==> src/rtl/comar_pkg.sv <==
// Shared constants, state encoding and single-step LFSR helper for COMAR mask generators.
package comar_pkg;

  localparam int unsigned LFSR_W        = 32;
  localparam int unsigned TAP_A         = 31;
  localparam int unsigned TAP_B         = 21;
  localparam int unsigned TAP_C         = 1;
  localparam int unsigned TAP_D         = 0;
  localparam int unsigned MASKS_PER_AND = 6;

  typedef enum logic [1:0] {
    UNSEEDED = 2'd0,
    WARMUP   = 2'd1,
    RUN      = 2'd2
  } state_t;

  // One Fibonacci shift: feedback enters at bit 0.
  function automatic logic [LFSR_W-1:0] lfsr_step1(input logic [LFSR_W-1:0] s);
    return {s[LFSR_W-2:0], s[TAP_A] ^ s[TAP_B] ^ s[TAP_C] ^ s[TAP_D]};
  endfunction

endpackage

==> src/rtl/comar_lfsr_step.sv <==
// Pure combinational N-step unrolled LFSR next-state.
//   s        : current LFSR state
//   s_next_c : state after N shifts
module comar_lfsr_step
  import comar_pkg::*;
#(
  parameter int unsigned N = 6
) (
  input  logic [LFSR_W-1:0] s,
  output logic [LFSR_W-1:0] s_next_c
);

  always_comb begin
    logic [LFSR_W-1:0] acc;
    acc = s;
    for (int i = 0; i < int'(N); i++) begin
      acc = lfsr_step1(acc);
    end
    s_next_c = acc;
  end

endmodule

==> src/rtl/comar_mask_gen.sv <==
// Fresh-randomness source for one COMAR 2-share AND gadget.
//   clk, rst_n : clock, async active-low reset
//   seed, seed_valid, seed_ready : seed handshake
//   en         : gadget consumes r and the LFSR advances one 6-step block
//   r          : six masks, taken straight from LFSR flops
//   common_out : registered parity of r[5:2] from the previous enabled cycle
//   mask_valid : r/common_out carry usable randomness
module comar_mask_gen
  import comar_pkg::*;
#(
  parameter int unsigned        WARMUP_CYCLES = 16,
  parameter logic [LFSR_W-1:0]  ZERO_SEED_SUB = 32'h0000_0001
) (
  input  logic                     clk,
  input  logic                     rst_n,
  input  logic [LFSR_W-1:0]        seed,
  input  logic                     seed_valid,
  output logic                     seed_ready,
  input  logic                     en,
  output logic [MASKS_PER_AND-1:0] r,
  output logic                     common_out,
  output logic                     mask_valid
);

  localparam int unsigned CNT_W = (WARMUP_CYCLES > 0) ? $clog2(WARMUP_CYCLES + 1) : 1;

  state_t            state, state_n;
  logic [LFSR_W-1:0] lfsr, lfsr_n, lfsr_adv, seed_eff;
  logic [CNT_W-1:0]  warm_cnt, warm_n;
  logic              common_n;
  logic              accept;

  comar_lfsr_step #(.N(MASKS_PER_AND)) u_step (
    .s        (lfsr),
    .s_next_c (lfsr_adv)
  );

  // State and datapath registers; mask_valid/seed_ready are flops decoded from next state.
  always_ff @(posedge clk or negedge rst_n) begin
    if (!rst_n) begin
      state      <= UNSEEDED;
      lfsr       <= '0;
      warm_cnt   <= '0;
      common_out <= 1'b0;
      mask_valid <= 1'b0;
      seed_ready <= 1'b1;
    end else begin
      state      <= state_n;
      lfsr       <= lfsr_n;
      warm_cnt   <= warm_n;
      common_out <= common_n;
      mask_valid <= (state_n == RUN);
      seed_ready <= (state_n != WARMUP);
    end
  end

  // Each r bit is an independent AND of one LFSR flop with the registered valid bit.
  assign r = lfsr[MASKS_PER_AND-1:0] & {MASKS_PER_AND{mask_valid}};

  // Next-state and datapath update.
  always_comb begin
    state_n  = state;
    lfsr_n   = lfsr;
    warm_n   = warm_cnt;
    common_n = common_out;
    accept   = seed_valid & seed_ready;
    seed_eff = (seed == '0) ? ZERO_SEED_SUB : seed;

    case (state)
      UNSEEDED, RUN: begin
        if (accept) begin
          // Reseed wins over en: the presented r is not consumed.
          lfsr_n   = seed_eff;
          warm_n   = CNT_W'(WARMUP_CYCLES);
          common_n = 1'b0;
          state_n  = (WARMUP_CYCLES > 0) ? WARMUP : RUN;
        end else if (state == RUN && en) begin
          lfsr_n   = lfsr_adv;
          common_n = ^lfsr[MASKS_PER_AND-1:2];
        end
      end
      WARMUP: begin
        lfsr_n = lfsr_adv;
        warm_n = warm_cnt - CNT_W'(1);
        if (warm_cnt == CNT_W'(1)) begin
          state_n = RUN;
        end
      end
      default: state_n = UNSEEDED;
    endcase
  end

endmodule

==> config.mk <==
export PLATFORM = sky130hd
export DESIGN_NAME = comar_mask_gen
export DESIGN_NICKNAME = d
export VERILOG_FILES = /design/src/rtl/comar_pkg.sv /design/src/rtl/comar_lfsr_step.sv /design/src/rtl/comar_mask_gen.sv
export SDC_FILE = /design/constraint.sdc
export NUM_CORES = 1
export LEC_CHECK = 0
export ABC_CLOCK_PERIOD_IN_PS = 1700
export CORE_MARGIN = 2
export CORE_UTILIZATION = 27
export DETAILED_ROUTE_END_ITERATION = 12
export GPL_TIMING_DRIVEN = 0
export SYNTH_ARGS = -nofsm -noshare
export SYNTH_HDL_FRONTEND = slang
export SYNTH_SLANG_ARGS = --single-unit
==> constraint.sdc <==
create_clock -name clk -period 1.7 [get_ports clk]
set_input_delay 0.34 -clock clk [delete_from_list [all_inputs] [get_ports clk]]
set_output_delay 0.34 -clock clk [all_outputs]
set_load 0.03 [all_outputs]
==> impl_metrics.py <==
metrics = {
    "run_status": {
        "run_status": "finished, final reports clean",
    },
    "worst_setup_path": {
        "path_max_fanout": 5,
        "arrival_ns": 1.29,
        "critPathCaptureType": "primary output",
        "cp-start-kind": "flip-flop",
        "critPathKind": "flip-flop to primary output",
        "reg2reg_slack_ns": 0.12,
        "cp.required_ns": 1.36,
    },
    "grt": {
        "met2_usage_pct": 24.00,
        "overflow": 0,
        "grt.met3_usage_pct": 3.192,
        "grt_pass1_vias": 2009,
        "grt_use_met1_pct": 19.27,
        "grt_first_pass_wirelength_um": 10050,
        "gr-max-usage-layer": "met2",
        "grt_max_degree": 36,
        "grt_antenna_before_repair": 0,
        "track_usage_pct": 14.73,
    },
    "route": {
        "drt_iter0_drc": 190,
        "ant_nets": 0,
        "num_vias": 1993,
        "wirelength_um": 6077,
        "wl_per_cell_um": 14.64,
        "drcViolationCount": 0,
        "avgViaCountPerCell": 4.802,
        "drt_pass1_iterations": 4,
    },
    "layout": {
        "finalNonFillerCells": 415,
        "antenna_cells": 0,
        "final_core_util_pct": 37.04,
        "nFillCells": 870,
        "drive_gt1_share_pct": 11.61,
        "syn_to_final_growth_pct": 34.99,
        "finalNetCount": 347,
    },
    "cts": {
        "clock-sinks": 42,
        "cts-root-buf": "clkbuf_8",
        "clk_pin_slew_ns": 0.08,
        "cts_buffer_depth": 2,
        "clkLatencyLatePin_ns": 0.30,
        "numCtsBuffers": 5,
        "htreeDepth": 2,
        "cts_tree": "yes",
    },
    "place": {
        "place.gp.congestion": 0.8390,
        "port-buffer-count": 44,
        "place_inst": 406,
        "dp.final_hpwl_um": 4686,
    },
    "power_and_ir_drop": {
        "swShare_pct": 41.39,
        "p_sw_mw": 2.690,
        "p_leak_nw": 1.291,
        "vdd_drop_max_uv": 644.8,
        "clock_power_share_pct": 14.7,
        "internal-power_mw": 3.808,
        "totalPowerFinal_mw": 6.498,
        "cellPowerDensity_nw_per_um2": 2167,
        "pwr-share-seq_pct": 30.7,
        "p_comb_share_pct": 54.6,
    },
    "synthesis": {
        "synthesis.area_um2": 2221,
        "syn_avg_cell_area_um2": 8.675,
        "yosys.cell_types.count": 32,
        "ys_ff_latch": 42,
        "syn_inst": 256,
        "synthesis.nets": 294,
        "synth_warnings": 0,
        "seq_area_frac_synth_pct": 47.38,
    },
    "sta": {
        "hold_viol_final": 0,
        "slew_viol_final": 0,
        "slew_headroom_pct": 65.73,
        "fin_crit_sh_pct": 96.07,
        "rsz0062_at_grt": "no",
        "setup_violations": 0,
        "finalClockSkew_ns": 0.006240,
        "max_freq_ghz": 0.6123,
        "holdWs_ns": 0.4145,
        "fin_crit_ns": 1.633,
        "worst_slew_pin_slew_ns": 0.5069,
    },
    "flow_run": {
        "timing.max_cap.violations": 0,
    },
    "floorplanning": {
        "design.core.area_um2": 8093,
        "fp.dieW_um": 94.70,
        "start_util_pct": 27.44,
        "die_area_um2": 8967,
        "die_h_um": 94.70,
        "ios": 45,
        "rows": 33,
    },
    "min_path": {
        "hold_path.class": "input pin to async pin",
    },
}
-- power by group through the flow --
| stage | clock, mW | combinational, mW | sequential (mW) |
|---|---|---|---|
| 2_1_floorplan | 0 | 2.68 | 1.91 |
| 3_3_place_gp | 0 | 3.43 | 1.99 |
| 3_5_place_dp | 0 | 3.46 | 2.01 |
| 4_1_cts | 0.971 | 3.47 | 1.99 |
| 5_1_grt | 1.02 | 3.99 | 2.07 |
| 6_report | 0.957 | 3.54 | 2.00 |
-- metal layers --
metal	vias up	share of wire (%)
li1	978	-
met1	970	46
met2	39	49
met3	6	3.9
met4	0	1.4
met5	-	0
-- sequential cells by signal, summed over array words and instances, names as in the netlist --
register and count:
warm_cnt 5, common_out 1, state 2, lfsr 32
seed_ready 1, mask_valid 1
-- kinds of logic after synthesis --
logic type                 Yosys count  share of synthesized area, %
and+or+nand+nor                    127                         24.73
AOI/OAI and AO/OA                   46                         12.90
buffers and inverters               20                         4.338
DFF                                 42                         47.38
xor gates and xnor gates            19                         9.521
adders and majority gates            2                         1.127
-- what timing repair did --
action | 4_1_cts | 5_1_grt
pin swaps | 0 | 1
endpoints found under the setup margin | 30 | 35
setup buffers | 0 | 0
hold buffers | 1 | 0
hold endpoints to repair | 7 | 0
gates resized for setup | 12 | 20
-- worst paths after layout --
check	startpoint	end	cells after the start
min in group clk	warm_cnt[4]$_DFFE_PN0P_	warm_cnt[4]$_DFFE_PN0P_	1
max reg2reg	state[1]$_DFF_PN0_	lfsr[8]$_DFFE_PN0P_	6
min reg2reg	warm_cnt[4]$_DFFE_PN0P_	warm_cnt[4]$_DFFE_PN0P_	1
max in group asynchronous	rst_n	seed_ready$_DFF_PN1_	3
max	lfsr[0]$_DFFE_PN0P_	r[0]	2
min	rst_n	warm_cnt[4]$_DFFE_PN0P_	2
-- cell type report --
class / instances / area [um2] / share of cell area (%)
tap: 105 / 131.4 / 4.382
clock buffer: 5 / 68.82 / 2.295
multi-input combinational: 194 / 1087 / 36.27
inverter: 6 / 22.52 / 0.7513
clock inverter: 3 / 68.82 / 2.295
timing repair buffer: 46 / 460.4 / 15.36
sequential: 42 / 1054 / 35.14
buffer: 14 / 105.1 / 3.506
-- layout by cell type, fill, tap and decap left out, types with 3 or more instances in the layout --
cell type        netlist  layout
dlygate4sd2_1          0       6
clkbuf_8               0       5
dfrtp_1               41      40
xnor2_1                9       9
clkdlybuf4s50_1        0      34
xor2_1                 5       5
nor2_1                37      36
a21oi_1                6       5
nor4_1                 8       7
xnor2_2                4       4
o21ai_0                4       4
clkbuf_4               1       3
inv_1                  6       6
and2_1                 6       6
nand3_1                6       6
nand2_1               60      60
clkbuf_2               0       5
a31oi_1               28      28
-- critical path, cell delays in order, from the launching register on --
cell and delay (ns):
dfrtp_1 0.48, and2_1 0.16, clkdlybuf4s15_1 0.36
-- Yosys cell counts, drive strengths merged --
| library cell | number | area [um2] |
|---|---|---|
| o22ai | 3 | 25.02 |
| a31oi | 28 | 175.2 |
| and2 | 6 | 37.54 |
| a22o | 2 | 17.52 |
| xnor2 | 13 | 143.9 |
| nand2b | 1 | 6.260 |
| inv | 6 | 22.52 |
| or2 | 2 | 12.51 |
| a21oi | 6 | 30.03 |
| nor2 | 37 | 138.9 |
| clkbuf | 6 | 26.28 |
| nand2 | 60 | 225.2 |
| xnor3 | 1 | 23.77 |
| o32ai | 1 | 8.760 |
| nor4 | 8 | 50.05 |
| nor4b | 2 | 17.52 |
| xor2 | 5 | 43.79 |
| nand3 | 6 | 30.03 |
| nand4 | 2 | 12.51 |
| dfrtp | 41 | 1026 |
| or4 | 1 | 7.510 |
| dfstp | 1 | 26.28 |
| buf | 8 | 47.54 |
| o21ai | 6 | 30.03 |
| ha | 2 | 25.02 |
| nor3 | 1 | 5.000 |
| nor2b | 1 | 6.260 |
-- stage by stage --
stage          setup slack, ns  TNS (ns)  cell area, um2
2_1_floorplan           0.1504         0            2221
3_3_place_gp           -0.8544    -44.55            2793
3_5_place_dp           -0.3592    -9.357            2808
4_1_cts                0.01141         0            2950
5_1_grt               0.002755         0            2998
6_report               0.06683         0            2998
No activity file was read; power rests on OpenSTA's default activity.
